[src/rtl/ook_rx_demod_if.sv]
// Byte-side and sample-side signals of the OOK receive demodulator.
// The slave modport is the demodulator; the master modport is whatever feeds it samples.
interface ook_rx_demod_if;
   logic [7:0] adcdata;
   logic [7:0] dataout;
   logic       rdsig;
   logic       frameerror;
   logic       busy;
   logic       bit_dbg;

   modport master (
      output adcdata,
      input  dataout, rdsig, frameerror, busy, bit_dbg
   );

   modport slave (
      input  adcdata,
      output dataout, rdsig, frameerror, busy, bit_dbg
   );
endinterface

[src/rtl/ook_rx_demod.sv]
// OOK receiver: integrates carrier magnitude over fixed bit windows and frames the
// hard decisions into start / 8 data (MSB first) / stop bytes with a one-cycle strobe.
module ook_rx_demod #(
   parameter int unsigned SPB         = 7172,
   parameter int unsigned ACC_W       = 20,
   parameter int unsigned THRESH      = 229504,
   parameter int unsigned START_LEVEL = 48
) (
   input  logic          clk,
   input  logic          reset,
   ook_rx_demod_if.slave bus
);

   localparam int unsigned      CNT_W    = $clog2(SPB);
   localparam logic [CNT_W-1:0] CNT_LAST = CNT_W'(SPB - 1);
   localparam logic [ACC_W-1:0] THRESH_V = ACC_W'(THRESH);
   localparam logic [7:0]       START_V  = 8'(START_LEVEL);

   typedef enum logic [2:0] {
      S_IDLE,
      S_START,
      S_DATA,
      S_STOP,
      S_RESYNC
   } state_t;

   state_t           state, state_nxt;
   logic [CNT_W-1:0] cnt, cnt_nxt;
   logic [ACC_W-1:0] acc, acc_nxt;
   logic [ACC_W-1:0] sum;
   logic [2:0]       bitcnt, bitcnt_nxt;
   logic [7:0]       shreg, shreg_nxt;
   logic [7:0]       dataout_q, dataout_nxt;
   logic             rdsig_q, rdsig_nxt;
   logic             ferr_q, ferr_nxt;
   logic             dbg_q, dbg_nxt;
   logic [7:0]       mag;
   logic             win_end;
   logic             decision;

   // Offset-binary distance from mid-scale; 0x00 maps to 128, which still fits 8 bits.
   assign mag      = bus.adcdata[7] ? (bus.adcdata - 8'd128) : (8'd128 - bus.adcdata);
   assign sum      = acc + ACC_W'(mag);
   assign win_end  = (cnt == CNT_LAST);
   assign decision = (sum >= THRESH_V);

   always_comb begin
      // NOTE: every signal written here gets a default first, so no path can infer a latch.
      state_nxt   = state;
      cnt_nxt     = cnt;
      acc_nxt     = acc;
      bitcnt_nxt  = bitcnt;
      shreg_nxt   = shreg;
      dataout_nxt = dataout_q;
      rdsig_nxt   = 1'b0;
      ferr_nxt    = 1'b0;
      dbg_nxt     = dbg_q;

      if (state != S_IDLE) begin
         if (win_end) begin
            cnt_nxt = '0;
            acc_nxt = '0;
            dbg_nxt = decision;
         end else begin
            cnt_nxt = cnt + CNT_W'(1);
            acc_nxt = sum;
         end
      end

      unique case (state)
         S_IDLE: begin
            // The arming sample already counts as sample 0 of the start window.
            if (mag >= START_V) begin
               acc_nxt   = ACC_W'(mag);
               cnt_nxt   = CNT_W'(1);
               state_nxt = S_START;
            end
         end
         S_START: begin
            if (win_end) begin
               bitcnt_nxt = '0;
               state_nxt  = decision ? S_DATA : S_IDLE;
            end
         end
         S_DATA: begin
            if (win_end) begin
               shreg_nxt  = {shreg[6:0], decision};
               bitcnt_nxt = bitcnt + 3'd1;
               if (bitcnt == 3'd7) state_nxt = S_STOP;
            end
         end
         S_STOP: begin
            if (win_end) begin
               if (decision) begin
                  ferr_nxt  = 1'b1;
                  state_nxt = S_RESYNC;
               end else begin
                  dataout_nxt = shreg;
                  rdsig_nxt   = 1'b1;
                  state_nxt   = S_IDLE;
               end
            end
         end
         S_RESYNC: begin
            if (win_end && !decision) state_nxt = S_IDLE;
         end
         default: state_nxt = S_IDLE;
      endcase
   end

   always_ff @(posedge clk) begin
      // NOTE: non-blocking assignments so every register samples pre-edge values.
      if (reset) begin
         state     <= S_IDLE;
         cnt       <= '0;
         acc       <= '0;
         bitcnt    <= '0;
         shreg     <= '0;
         dataout_q <= '0;
         rdsig_q   <= 1'b0;
         ferr_q    <= 1'b0;
         dbg_q     <= 1'b0;
      end else begin
         state     <= state_nxt;
         cnt       <= cnt_nxt;
         acc       <= acc_nxt;
         bitcnt    <= bitcnt_nxt;
         shreg     <= shreg_nxt;
         dataout_q <= dataout_nxt;
         rdsig_q   <= rdsig_nxt;
         ferr_q    <= ferr_nxt;
         dbg_q     <= dbg_nxt;
      end
   end

   assign bus.dataout    = dataout_q;
   assign bus.rdsig      = rdsig_q;
   assign bus.frameerror = ferr_q;
   assign bus.busy       = (state != S_IDLE);
   assign bus.bit_dbg    = dbg_q;

endmodule
[src/flat_wrapper.sv]
// flat-port wrapper written by rule: the top's interface ports become plain ports
module ook_rx_demod_flat 
#(
   parameter int unsigned SPB         = 7172,
   parameter int unsigned ACC_W       = 20,
   parameter int unsigned THRESH      = 229504,
   parameter int unsigned START_LEVEL = 48
)
  (clk, reset, bus_adcdata, bus_dataout, bus_rdsig, bus_frameerror, bus_busy, bus_bit_dbg);
  ook_rx_demod_if bus_i ();
  input  logic clk;
  input  logic reset;
  input wire logic [$bits(bus_i.adcdata)-1:0] bus_adcdata;
  output wire logic [$bits(bus_i.dataout)-1:0] bus_dataout;
  output wire logic [$bits(bus_i.rdsig)-1:0] bus_rdsig;
  output wire logic [$bits(bus_i.frameerror)-1:0] bus_frameerror;
  output wire logic [$bits(bus_i.busy)-1:0] bus_busy;
  output wire logic [$bits(bus_i.bit_dbg)-1:0] bus_bit_dbg;
  assign bus_i.adcdata = bus_adcdata;
  assign bus_dataout = bus_i.dataout;
  assign bus_rdsig = bus_i.rdsig;
  assign bus_frameerror = bus_i.frameerror;
  assign bus_busy = bus_i.busy;
  assign bus_bit_dbg = bus_i.bit_dbg;
  ook_rx_demod #(.SPB(SPB), .ACC_W(ACC_W), .THRESH(THRESH), .START_LEVEL(START_LEVEL)) u_core (.clk(clk), .reset(reset), .bus(bus_i));
endmodule
[config.mk]
export PLATFORM = sky130hd
export DESIGN_NAME = ook_rx_demod_flat
export DESIGN_NICKNAME = d
export VERILOG_FILES = /design/src/rtl/ook_rx_demod_if.sv /design/src/rtl/ook_rx_demod.sv /design/src/flat_wrapper.sv
export SDC_FILE = /design/constraint.sdc
export NUM_CORES = 1
export LEC_CHECK = 0
export BUFFER_PORTS_ARGS = -buffer_cell sky130_fd_sc_hd__buf_2
export CAP_MARGIN = 0
export CORE_AREA = 2 2 82 84
export CTS_CLUSTER_DIAMETER = 40
export DETAILED_ROUTE_END_ITERATION = 7
export DIE_AREA = 0 0 84 86
export PLACE_DENSITY = 0.77
export SYNTH_ARGS = -nofsm -noshare
export SYNTH_HDL_FRONTEND = slang
export SYNTH_SLANG_ARGS = --single-unit
[constraint.sdc]
create_clock -name clk -period 3.8 [get_ports clk]
set_input_delay 0.57 -clock clk [delete_from_list [all_inputs] [get_ports clk]]
set_output_delay 0.57 -clock clk [all_outputs]
set_load 0.01 [all_outputs]
==> reports/results.ini <==
[status]
status=complete, no violations

[routing]
postRouteWirelength_mm=7.73
wl_per_cell_um=15.1
detail_route.vias_per_cell=5.91
firstDrtPassIters=4
drtAntennaViolNets=0
drtIter0Drc=162
drc_errors=0
vias=3028

[yosys]
synth_seq_cells=58
synthArstFlopShare_pct=0
synth_cells=401
yosys.area.top_type=dfxtp_1
synthesis.nets=426
netlist_area_um2=3370
synth_area_per_cell_um2=8.41
synthTopCellsByArea=dfxtp_1 (34%), a21oi_1 (6.4%), nor2_1 (5.6%), ha_1 (5.2%), nand2_1 (4.5%)
synth.distinct_cells=69
synth-edff-count=0
yosysTopAreaCellShare_pct=34.4
ys.flop_type=dfxtp_1
ys_seq_area_share_pct=34.4
yosys_warnings=0

[cells_and_area]
diodes=0
fill_cells=543
syn2layout_area_growth_pct=13.3
num-nets-final=455
final_util_pct=60.9
drive_gt1_share_pct=17.9
finalInstanceArea_um2=3820
finalNonFillerCells=512

[die]
die_y_um=86
core-area_um2=6280
initial_core_util_pct=53.7
ioPinCount=22
die_w_um=84
die_area_um2=7220
row_count=29

[grt]
antenna_found_initial=0
grt_usage_pct=22.9
grt_overflow=0
grt_pass1_vias=2967
grt_max_degree=43
grt_first_pass_wirelength_mm=13.4

[placed_design]
pre_cts_slack_ps=-70.5
place_area_um2=3570
dp_cells=496
dp_hpwl_mm=5.33
gp_congestion=0.838
port-buffer-count=21

[power]
power_density_nw_per_um2=438
p_leak_uw=0.00147
total_power_uw=1670
ir_drop_mv=0.286

[sta]
grt_setup_unrepaired=false
setup_ws_ps=243
slew_headroom_pct=62.4
period_share_pct=93.6
clock_skew_ps=13.2
max_slew.worst_pin.slew_ps=562
fin_crit_ps=3560
max_freq_ghz=0.281
hold_viol=0
finalSetupViolCount=0
drv_slew=0

[clock_network]
insertion_delay_ps=360
path_clk_slew_ps=80
clock-root-buffer=clkbuf_8
cts.sinks=58
ctsHoldBuffers=0
cts.path.max_buffers=2
tritoncts=built
htreeDepth=3
numCtsBuffers=9
cts_setup_buffers=0
cts_resized=0

[worst_setup_path]
end_kind=register
critPathRequiredTime_ps=4030
rr_worst_depth=10
critPathLaunchType=input port
path_class=in2reg
arrival_ps=3790
r2r_slack_ps=780
r2r-end=u_core.bus.dataout[0]
crit_fanout=9
reg2reg_from=u_core.acc[0]

[hold_path]
holdPathEnd=u_core.cnt[1]
holdCritPathClass=in2reg
hp-start=reset
hold_depth=2

[flow_run]
drv_cap=0

layout by cell type (no fill, tap or decap), drive strengths merged, types with 10 or more instances in the layout:
cell type	n
a21oi	43
buf	38
dfxtp	58
ha	14
nand2	40
nand4	13
nor2	51
o21ai	22
xnor2	15
xor2	10
metal layers:
metal | up-vias | wire [um] | global-route usage (%)
met2 | 50 | 3690 | 38.2
met4 | 0 | 136 | 9.24
met5 | - | 0 | 0
li1 | 1513 | - | -
met1 | 1456 | 3620 | 28.9
met3 | 9 | 280 | 5.29
through the flow:
stage                     TNS (ps)  hold slack (ps)
final                            0              456
after global routing             0              450
after CTS                        0              446
after detailed placement      -431              467
after global placement           0              458
after floorplan                  0              437
synth_stat cells, types with 2 or more instances:
master / count
a311oi_1: 6
nand2_1: 40
mux2_2: 5
nand3b_1: 2
a21oi_1: 43
xnor2_1: 14
clkbuf_1: 11
o211ai_1: 2
ha_1: 14
o21ai_0: 20
a21boi_1: 2
and3_1: 6
a31oi_1: 4
and3_2: 2
a211o_1: 2
nand4_1: 13
inv_1: 8
a22oi_1: 5
xor2_1: 10
a211oi_2: 3
o211a_1: 3
nor3_1: 7
dfxtp_1: 58
nor3b_1: 2
nor4b_1: 2
a21o_1: 5
nor2_1: 50
nand3_1: 9
nor2b_1: 2
nor4_1: 3
and4_1: 2
a41oi_1: 2
or3_1: 2
nand2b_1: 3
buf_2: 2
clkbuf_8: 3
mux2i_1: 2
final cells by class:
class	count	area, um2	area share (%)
clock inverters	7	125	3.28
inverters	8	30.0	0.786
clock buffers	9	124	3.24
well taps	77	96.3	2.52
flip-flops and latches	58	1160	30.4
multi-input cells	315	2050	53.7
repair buffers	38	233	6.09
logic make-up after synthesis:
logic type / share of synthesized area, %
multiplexers: 2.26
flip-flops: 34.4
AND/OR/NAND/NOR: 23.2
XOR/XNOR: 6.72
AO/OA/AOI/OAI: 22.8
buffers and inverters: 4.75
adder cells (fa/ha/maj): 5.79
where the power goes:
group / total [uW] / switching (uW) / internal, uW
Clock: 727 / 286 / 441
Sequential: 644 / 18.1 / 626
Combinational: 303 / 172 / 131
Total: 1670 / 477 / 1200
worst max-delay path by stage:
| stage | startpoint | end | slack [ps] | cells past startpoint |
|---|---|---|---|---|
| after floorplan | bus_adcdata[5] | u_core.shreg[0] | 140 | 14 |
| after global placement | bus_adcdata[5] | u_core.bus.dataout[1] | 40 | 14 |
| after detailed placement | bus_adcdata[5] | u_core.bus.dataout[0] | -70 | 14 |
| after CTS | bus_adcdata[5] | u_core.bus.dataout[0] | 300 | 14 |
| after global routing | bus_adcdata[5] | u_core.bus.dataout[0] | 90 | 14 |
| final | bus_adcdata[5] | u_core.bus.dataout[0] | 240 | 14 |
worst max-delay path, cell delays in order:
cell	delay, ps
buf_2	110
nor4_1	350
a21oi_1	140
xnor2_1	220
inv_1	120
ha_1	300
a21o_1	180
a221o_1	360
or2_1	310
xnor2_2	170
a41oi_2	180
o311a_2	490
o21ai_0	200
a21oi_1	100
state kept, by name, summed over array words and instances (netlist names):
register	flops
u_core.cnt	13
u_core.bus.bit_dbg	1
u_core.bus.dataout	8
u_core.bitcnt	3
u_core.bus.rdsig	1
u_core.shreg	8
u_core.state	3
u_core.bus.frameerror	1
u_core.acc	20
Power figures use the tool's default switching activity.
